### config.mk
export PLATFORM = sky130hd
export DESIGN_NAME = extend_seq
export DESIGN_NICKNAME = d
export VERILOG_FILES = /design/src/rtl/extend_pkg.sv /design/src/rtl/extend_seq_ror2_step.sv /design/src/rtl/extend_seq.sv
export SDC_FILE = /design/constraint.sdc
export NUM_CORES = 1
export LEC_CHECK = 0
export BUFFER_PORTS_ARGS = -buffer_cell sky130_fd_sc_hd__buf_4
export CORE_AREA = 2 2 90 92
export CTS_CLUSTER_SIZE = 10
export DETAILED_ROUTE_END_ITERATION = 10
export DIE_AREA = 0 0 92 94
export GPL_ROUTABILITY_DRIVEN = 0
export PLACE_DENSITY = 0.61
export SLEW_MARGIN = 20
export SYNTH_ARGS = -nofsm -noshare
export SYNTH_HDL_FRONTEND = slang
export SYNTH_SLANG_ARGS = --single-unit
### constraint.sdc
create_clock -name clk -period 9.1 [get_ports clk]
set_clock_uncertainty 0.15 [all_clocks]
set_input_delay 1.365 -clock clk [delete_from_list [all_inputs] [get_ports clk]]
set_output_delay 1.365 -clock clk [all_outputs]
set_load 0.02 [all_outputs]
### src/rtl/extend_pkg.sv
// Shared types and constants for the handshaked immediate extender.
// Contents: imm_src_t (immediate-source codes), state_t (FSM states),
// ROT_FIELD_W (width of the rotate field) and rot_step(), which gives the
// number of 2-bit rotate steps to take in one cycle.
package extend_pkg;

   localparam int unsigned ROT_FIELD_W = 4;
   localparam int unsigned IMM_SRC_W   = 3;
   localparam int unsigned STEP_W      = 5;   // holds 0..16

   typedef enum logic [IMM_SRC_W-1:0] {
      IMM8   = 3'b000,
      IMM12  = 3'b001,
      BRANCH = 3'b010,
      ROTIMM = 3'b011,
      HALF   = 3'b100
   } imm_src_t;

   typedef enum logic [1:0] {
      IDLE = 2'd0,
      ROT  = 2'd1,
      HOLD = 2'd2
   } state_t;

   // Steps to take this cycle: min(remaining, per_cyc)
   function automatic logic [STEP_W-1:0] rot_step(input logic [ROT_FIELD_W-1:0] rem,
                                                  input int unsigned per_cyc);
      if (32'(rem) < per_cyc) return STEP_W'(rem);
      else                    return STEP_W'(per_cyc);
   endfunction

endpackage

### src/rtl/extend_seq_ror2_step.sv
// ror2_step: combinational rotate-right of a DATA_W word by 2*k bits.
// Bits leaving bit 0 re-enter at bit DATA_W-1.
// Ports:
//   word_i  in  DATA_W  word to rotate
//   k_i     in  K_W     number of 2-bit steps (0..ROT_PER_CYC)
//   word_o  out DATA_W  rotated word
module ror2_step #(
   parameter int unsigned DATA_W = 32,
   parameter int unsigned K_W    = 5
) (
   input  logic [DATA_W-1:0] word_i,
   input  logic [K_W-1:0]    k_i,
   output logic [DATA_W-1:0] word_o
);

   int unsigned sh;

   // A left shift by DATA_W yields zero, so k=0 passes the word through.
   always_comb begin
      sh     = 2 * 32'(k_i);
      word_o = (word_i >> sh) | (word_i << (DATA_W - sh));
   end

endmodule

### src/rtl/extend_seq.sv
// extend_seq: handshaked immediate extender sitting between decode and
// execute. Produces a DATA_W-bit extended immediate from an instruction
// field; rotated-imm8 immediates are rotated iteratively, ROT_PER_CYC
// 2-bit steps per cycle, which stalls decode through in_ready.
// Optional feature macro: EXTEND_ILLEGAL_ERR_EN (adds the err output).
// Ports:
//   clk        in   1        clock, rising edge
//   reset      in   1        asynchronous active-high reset
//   in_valid   in   1        request valid
//   in_ready   out  1        block can accept a request
//   instr      in   INSTR_W  instruction bits
//   imm_src    in   3        immediate-source select
//   carry_in   in   1        current C flag
//   out_valid  out  1        result valid
//   out_ready  in   1        consumer accepts result
//   ext_imm    out  DATA_W   extended immediate
//   carry_out  out  1        shifter carry-out
//   err        out  1        illegal imm_src (only with EXTEND_ILLEGAL_ERR_EN)
// Parameter legality: DATA_W >= 26, INSTR_W <= DATA_W - BR_SHIFT,
// ROT_PER_CYC in {1, 2, 4, 8, 16}.
module extend_seq
   import extend_pkg::*;
#(
   parameter int unsigned DATA_W      = 32,
   parameter int unsigned INSTR_W     = 24,
   parameter int unsigned BR_SHIFT    = 2,
   parameter int unsigned ROT_PER_CYC = 1
) (
   input  logic               clk,
   input  logic               reset,
   input  logic               in_valid,
   output logic               in_ready,
   input  logic [INSTR_W-1:0] instr,
   input  logic [2:0]         imm_src,
   input  logic               carry_in,
   output logic               out_valid,
   input  logic               out_ready,
   output logic [DATA_W-1:0]  ext_imm,
`ifdef EXTEND_ILLEGAL_ERR_EN
   output logic               err,
`endif
   output logic               carry_out
);

   state_t                 state_q, state_d;
   logic [DATA_W-1:0]      work_q, work_d;
   logic [ROT_FIELD_W-1:0] rem_q, rem_d;
   logic                   carry_q, carry_d;
   logic                   in_ready_q, in_ready_d;
   logic                   out_valid_q, out_valid_d;
`ifdef EXTEND_ILLEGAL_ERR_EN
   logic                   err_q, err_d;
`endif

   logic [DATA_W-1:0]      imm_val_c;
   logic                   illegal_c;
   logic [ROT_FIELD_W-1:0] rot_fld_c;
   logic [STEP_W-1:0]      step_c;
   logic [DATA_W-1:0]      rot_word_c;
   logic [DATA_W-1:0]      sext_c;

   assign rot_fld_c = instr[11:8];
   assign sext_c    = {{(DATA_W-INSTR_W){instr[INSTR_W-1]}}, instr};
   assign step_c    = rot_step(rem_q, ROT_PER_CYC);

   // Non-iterative immediate decode; ROTIMM yields the unrotated imm8
   always_comb begin
      imm_val_c = '0;
      illegal_c = 1'b0;
      case (imm_src_t'(imm_src))
         IMM8:    imm_val_c = DATA_W'(instr[7:0]);
         IMM12:   imm_val_c = DATA_W'(instr[11:0]);
         BRANCH:  imm_val_c = sext_c << BR_SHIFT;
         ROTIMM:  imm_val_c = DATA_W'(instr[7:0]);
         HALF:    imm_val_c = DATA_W'({instr[11:8], instr[3:0]});
         default: illegal_c = 1'b1;
      endcase
   end

   ror2_step #(
      .DATA_W (DATA_W),
      .K_W    (STEP_W)
   ) u_ror2_step (
      .word_i (work_q),
      .k_i    (step_c),
      .word_o (rot_word_c)
   );

   // Next-state and output logic
   always_comb begin
      state_d     = state_q;
      work_d      = work_q;
      rem_d       = rem_q;
      carry_d     = carry_q;
      in_ready_d  = in_ready_q;
      out_valid_d = out_valid_q;
`ifdef EXTEND_ILLEGAL_ERR_EN
      err_d       = err_q;
`endif
      case (state_q)
         IDLE: begin
            if (in_valid) begin
               carry_d    = carry_in;
               in_ready_d = 1'b0;
               work_d     = imm_val_c;
               if ((imm_src_t'(imm_src) == ROTIMM) && (rot_fld_c != '0)) begin
                  rem_d   = rot_fld_c;
                  state_d = ROT;
               end else begin
                  state_d     = HOLD;
                  out_valid_d = 1'b1;
`ifdef EXTEND_ILLEGAL_ERR_EN
                  err_d       = illegal_c;
`endif
               end
            end
         end
         ROT: begin
            work_d = rot_word_c;
            rem_d  = rem_q - ROT_FIELD_W'(step_c);
            if (rem_d == '0) begin
               state_d     = HOLD;
               out_valid_d = 1'b1;
               carry_d     = rot_word_c[DATA_W-1];
            end
         end
         HOLD: begin
            // Result and carry stay frozen until the consumer takes them
            if (out_ready) begin
               state_d     = IDLE;
               out_valid_d = 1'b0;
               in_ready_d  = 1'b1;
`ifdef EXTEND_ILLEGAL_ERR_EN
               err_d       = 1'b0;
`endif
            end
         end
         default: begin
            state_d     = IDLE;
            in_ready_d  = 1'b1;
            out_valid_d = 1'b0;
         end
      endcase
   end

   // State register
   always_ff @(posedge clk or posedge reset) begin
      if (reset) begin
         state_q     <= IDLE;
         work_q      <= '0;
         rem_q       <= '0;
         carry_q     <= 1'b0;
         in_ready_q  <= 1'b1;
         out_valid_q <= 1'b0;
`ifdef EXTEND_ILLEGAL_ERR_EN
         err_q       <= 1'b0;
`endif
      end else begin
         state_q     <= state_d;
         work_q      <= work_d;
         rem_q       <= rem_d;
         carry_q     <= carry_d;
         in_ready_q  <= in_ready_d;
         out_valid_q <= out_valid_d;
`ifdef EXTEND_ILLEGAL_ERR_EN
         err_q       <= err_d;
`endif
      end
   end

   assign in_ready  = in_ready_q;
   assign out_valid = out_valid_q;
   assign ext_imm   = work_q;
   assign carry_out = carry_q;
`ifdef EXTEND_ILLEGAL_ERR_EN
   assign err       = err_q;
`else
   logic unused_illegal;
   assign unused_illegal = illegal_c;
`endif

endmodule

Word-level counts from Yosys, hierarchy flattened
Cells that the tools add are included.
{"block": "word_totals", "reg_bits": 41, "inputBits": 32, "out_inout_bits": 35, "wordCells": 60}
{"block": "op_classes", "addsub": 2, "order_cmp": 1, "eq_ne": 11, "n_shift": 2, "mux": 23, "n_bitwise": 2, "n_reduce_logical": 13}
{"op": "32-bit one-hot mux with 4 select lines", "count": 1}
{"op": "32-bit one-hot mux with 2 select lines", "count": 1}
{"op": "32-bit two-way mux", "count": 1}
{"op": "32-bit OR", "count": 1}
{"op": "32-bit by 32-bit left shift with 32-bit output", "count": 1}
{"op": "32-bit by 5-bit right shift with 32-bit output", "count": 1}
{"op": "4-bit two-way mux", "count": 3}
{"op": "3-bit AND reduction", "count": 4}
{"op": "2-bit inequality test, second input constant", "count": 5}
{"op": "1-bit two-way mux", "count": 8}
{"op": "2-bit two-way mux", "count": 4}
{"op": "4-bit one-hot mux with 2 select lines", "count": 1}
{"op": "6-bit by 5-bit subtractor with 7-bit output, first input constant", "count": 1}
{"op": "3-bit by 2-bit == test with 1-bit output, second input constant", "count": 2}
{"op": "1-bit one-hot mux with 3 select lines", "count": 2}
{"op": "2-bit one-hot mux with 3 select lines", "count": 1}
{"op": "4-bit zero test", "count": 1}
{"op": "4-bit by 1-bit < comparator with 1-bit output, second input constant", "count": 1}
{"op": "4-bit AND reduction", "count": 1}
{"op": "4-bit nonzero test", "count": 1}
{"op": "4-bit subtractor", "count": 1}
{"op": "3-bit by 1-bit == test with 1-bit output, second input constant", "count": 1}
{"op": "3-bit == test, second input constant", "count": 1}
{"op": "3-bit zero test", "count": 1}
{"op": "9 further kinds", "count": 9}

Longest topological paths before layout
{"block": "logic_depth", "ltp_word": 7, "ltp_mapped": 12, "mapped_depth_nobuf": 8}

Cells and area by module
A second synthesis with hierarchy kept.
{"block": "unflattened", "hier_cells": 556, "hier_area_um2": 5021.1}
{"mod": "ror2_step", "instances": 1, "cells_per_inst": 323, "area_each_um2": 2824.0, "seq_area_each_um2": 0.0}
{"mod": "extend_seq", "instances": 1, "cells_per_inst": 233, "area_each_um2": 2197.1, "seq_area_each_um2": 1027.2}

Least setup slack after synthesis
OpenSTA, ideal clock, no wires.
{"block": "synth_timing", "path_kind": "input-to-reg", "start": "in instr[8]", "end": "reg rem_q[0]", "setup_time_ps": 125, "t_arrival_ps": 2686, "t_required_ps": 8825, "slack_ps": 6140, "path_stages": 4, "cell_sequence": "or4_1 -> and3_1 -> o21ai_1 -> mux2_2"}
{"block": "synth_via", "elab_chain_len": 4, "elab_cells_between_ends": 7}
{"element": "start, declared", "line": "extend_seq.sv:33", "source": "input logic [INSTR_W-1:0] instr,"}
{"element": "4-bit nonzero test", "line": "extend_seq.sv:106", "source": "if ((imm_src_t'(imm_src) == ROTIMM) && (rot_fld_c != '0)) begin"}
{"element": "1-bit logical AND", "line": "extend_seq.sv:106"}
{"element": "2-bit inequality test (no line)"}
{"element": "3-bit AND reduction (no line)"}
{"element": "end signal, assigned", "line": "extend_seq.sv:161", "source": "rem_q <= rem_d;"}
{"element": "end, declared", "line": "extend_seq.sv:47", "source": "logic [ROT_FIELD_W-1:0] rem_q, rem_d;"}
Several ways; a longest one is shown, not always the timed one. The select of a mux whose other input is x is not followed.
A chain may end at the register's enable or synchronous reset.

Worst setup path after layout
{"block": "layout_timing", "start": "reg rem_q[2]", "end": "reg carry_q, in the netlist carry_out"}
{"block": "layout_via", "elab_chain_len": 7, "elab_cells_between_ends": 12}
{"element": "4-bit by 1-bit < comparator with 1-bit output", "line": "extend_pkg.sv:28", "source": "if (32'(rem) < per_cyc) return STEP_W'(rem);"}
{"element": "4-bit two-way mux", "line": "extend_pkg.sv:28"}
{"element": "6-bit by 5-bit subtractor with 7-bit output", "line": "extend_seq_ror2_step.sv:21", "source": "word_o = (word_i >> sh) | (word_i << (DATA_W - sh));"}
{"element": "32-bit by 32-bit left shift with 32-bit output", "line": "extend_seq_ror2_step.sv:21"}
{"element": "32-bit OR", "line": "extend_seq_ror2_step.sv:21"}
{"element": "1-bit two-way mux", "line": "extend_seq.sv:121", "source": "if (rem_d == '0) begin"}
{"element": "1-bit one-hot mux with 2 select lines", "line": "extend_seq.sv:100", "source": "case (state_q)"}
{"element": "end signal, assigned", "line": "extend_seq.sv:162", "source": "carry_q <= carry_d;"}
{"element": "end, declared", "line": "extend_seq.sv:48", "source": "logic carry_q, carry_d;"}
Several ways; a longest one is shown, not always the timed one. The select of a mux whose other input is x is not followed.

==> flow_summary.yaml <==
worst_setup_path:
  slowest_stage: "or4_1"
  rr_endpoint: "carry_out"
  worstReg2RegStart: "rem_q[2]"
  cp-end-kind: "register"
  worstPathMaxFanout: 39
  critical_path_class: "reg -> reg"
  reg2reg_depth: 7
  arrival_ps: 4070
  crit_chain: "or4_1 -> inv_6 -> ha_1 -> inv_1 -> and3_1 -> a311oi_1 -> a211oi_1"
  start_kind: "register"
  cp_slowest_stage_delay_ps: 1000
  critPathRequiredTime_ps: 9100
  reg2reg_setup_slack_ps: 5030
power_and_ir_drop:
  ir_drop_mv: 0.1124
  powerDensity_mw_per_mm2: 245.7
  leakagePower_nw: 1.536
route:
  ant_nets: 0
  wl_per_cell_um: 18.33
  drt-initial-drc-count: 252
  first_pass_iters: 5
  vias_per_cell: 5.996
  drc_errors: 0
  num_vias: 2950
  totalWireLength_mm: 9.020
die:
  dieHeight_um: 94
  initial_core_util_pct: 39.16
  num_rows: 32
  dieArea_mm2: 0.008648
  core_area_mm2: 0.007607
  die_width_um: 92
  ioPinCount: 67
timing:
  hold_violations: 0
  grt_setup_unrepaired: "false"
  tightestPinTransition_ps: 989.5
  final.period_utilization_pct: 44.68
  slew_headroom_pct: 34.03
  clock.fmax_ghz: 0.2460
  setup_viol: 0
  fin_crit_ps: 4066
  setup_tns_ps: 0
  final_max_slew_viol_count: 0
hold_path:
  min_path_type: "reg -> reg"
  hold_end: "out_valid"
  min_path_cells: 2
  hp-start: "out_valid"
cts:
  clk_latency_ps: 290
  hold_buffers: 0
  cts_root_buffer: "clkbuf_8"
  htreeDepth: 2
  cts_tree: "built"
  cts_resized: 0
  numCtsBuffers: 5
  clk_pin_slew_ps: 70
  clock-sinks: 41
  clk_path_buf_depth: 2
  post_cts_buffers: 0
cells_and_area:
  synthToLayoutAreaGrowth_pct: 19.66
  regArea_mm2: 0.001027
  layout.cells.non_filler: 492
  nFillCells: 764
  nNetsFinal: 424
  multi_input_area_mm2: 0.001750
  antenna_cells: 0
  drive_gt1_share_pct: 21.79
yosys:
  syn_inst: 337
  ys_ff_latch: 41
  syn_nets: 372
  synth_flop_cell: "dfrtp_1"
  syn_area_mm2: 0.002979
  synth_cell_types: 54
  ys_async_sr_fraction_pct: 100.0
  avgSynthCellArea_um2: 8.840
  synth_edf_count: 0
  ys_seq_area_share_pct: 34.48
  synth_warnings: 0
global_route:
  grt_pass1_wl_mm: 14.65
  grt_overflow: 0
  grt_max_degree: 42
  grt_pass1_vias: 2777
  antenna_found_initial: 0
  grt_usage_pct: 21.07
placement:
  dp.cells: 484
  dp_hpwl_mm: 6.218
  io_buffers: 66
outcome:
  outcome: "completed"
run:
  maxCapViolCount: 0
[sequential cells by signal, indices dropped and copies added, names as in the netlist]
name       cells
ext_imm       32
rem_q          4
state_q        2
carry_out      1
in_ready       1
out_valid      1
[per-stage QoR]
stage	hold WS, ps	cell area, µm²	util (%)	total power [mW]	worst slack [ps]
floorplan	330.3	2979	-	0.6207	6140
global placement	355.8	3485	45.81	0.7509	5159
detailed placement	353.1	3485	45.81	0.7557	5112
CTS	372.7	3565	46.86	0.8752	5100
global route	410.4	3565	46.86	0.9345	4867
finish	366.5	3565	46.86	0.8759	5034
[critical path, delay by kind of cell (launching register included)]
family,cells,cell delay [ps]
AOI/OAI and AO/OA,2,630
adders and majority gates,1,650
buffers and inverters,2,670
DFF,1,430
and+or+nand+nor,2,1390
[report_power, final]
part           internal, mW  switching [mW]  total [mW]
combinational         0.184           0.250       0.434
sequential            0.236          0.0862       0.322
clock                0.0547          0.0653       0.120
total                 0.474           0.401       0.876
[synthesized netlist by cell type (all sizes together), types with 2 or more instances]
cell type / instances / area (µm²)
dfrtp: 40 / 1001
a21oi: 27 / 135.1
o21ai: 25 / 125.1
nand2: 23 / 86.33
nor2: 20 / 82.58
a211oi: 19 / 142.6
clkbuf: 16 / 63.81
o21a: 13 / 97.59
a21o: 12 / 90.09
mux2i: 12 / 120.1
a22oi: 11 / 82.58
inv: 11 / 46.30
buf: 10 / 95.09
nor3b: 10 / 75.07
o31ai: 9 / 67.56
nor2b: 8 / 50.05
o221ai: 7 / 61.31
a2bb2oi: 5 / 43.79
o2bb2ai: 5 / 43.79
and3: 4 / 25.02
nand2b: 4 / 25.02
o211ai: 4 / 30.03
a211o: 3 / 26.28
a221o: 3 / 30.03
ha: 3 / 37.54
mux2: 3 / 33.78
nand3: 3 / 15.01
nor3: 3 / 15.01
o21bai: 3 / 22.52
a221oi: 2 / 17.52
a22o: 2 / 17.52
o22a: 2 / 17.52
or4: 2 / 15.01
[metal layers]
| metal | vias up | part of all wire, % | global-route usage (%) |
|---|---|---|---|
| li1 | 1401 | - | - |
| met3 | 3 | 6.1 | 3.371 |
| met1 | 1423 | 46 | 29.62 |
| met2 | 123 | 47 | 34.74 |
| met5 | - | 0 | 0 |
| met4 | 0 | 0.21 | 3.731 |
[final cells by class]
| class | count | share of cell area, % |
|---|---|---|
| clock buffer | 8 | 2.246 |
| inverter | 11 | 1.299 |
| multi-input combinational | 259 | 49.10 |
| sequential | 41 | 28.82 |
| tap | 102 | 3.580 |
| timing repair buffer | 71 | 14.95 |
[layout by cell type, fill, tap and decap left out, types with 2 or more instances in the layout]
cell / netlist / routed
clkbuf_1: 15 / 3
a22o_1: 2 / 2
a221oi_1: 2 / 2
o31ai_1: 9 / 9
inv_1: 10 / 10
dfrtp_1: 40 / 40
nand3_1: 3 / 3
a21oi_1: 27 / 27
nand2b_1: 4 / 4
o22a_1: 2 / 2
o21bai_1: 3 / 3
nor3b_1: 10 / 10
a21o_1: 12 / 12
mux2_2: 3 / 3
nand2_1: 23 / 23
a2bb2oi_1: 5 / 5
buf_4: 2 / 71
a211oi_1: 19 / 19
a22oi_1: 11 / 11
and3_1: 4 / 4
clkbuf_8: 0 / 5
o21a_1: 13 / 13
o21ai_0: 23 / 23
or4_1: 2 / 2
o211ai_1: 4 / 4
o221ai_1: 7 / 7
nor3_1: 3 / 3
a211o_1: 3 / 3
nor2_1: 19 / 19
nor2b_1: 8 / 8
ha_1: 3 / 3
a221o_1: 3 / 3
mux2i_1: 12 / 12
o2bb2ai_1: 5 / 5
[how the worst max path moves through the flow]
stage / start / to / slack [ps] / cells past startpoint
final: rem_q[2] / carry_out / 5030 / 7
after CTS: rem_q[2] / carry_out / 5100 / 7
after floorplan: instr[8] / rem_q[0] / 6140 / 4
after detailed placement: rem_q[2] / carry_out / 5110 / 7
after global routing: rem_q[2] / carry_out / 4870 / 7
after global placement: rem_q[2] / carry_out / 5160 / 7
[cell families (layout without fill, tap and decap cells)]
family          count (synthesis)  count (layout)  share of synthesized area (%)
fa+ha+maj                       3               3                          1.260
compound gates                160             160                          37.76
flops                          41              41                          34.48
mux                            16              16                          5.922
simple gates                   79              79                          13.57
buf+inv                        37              90                          6.888
other cells                     1               1                         0.1259
Power figures use the tool's default switching activity.
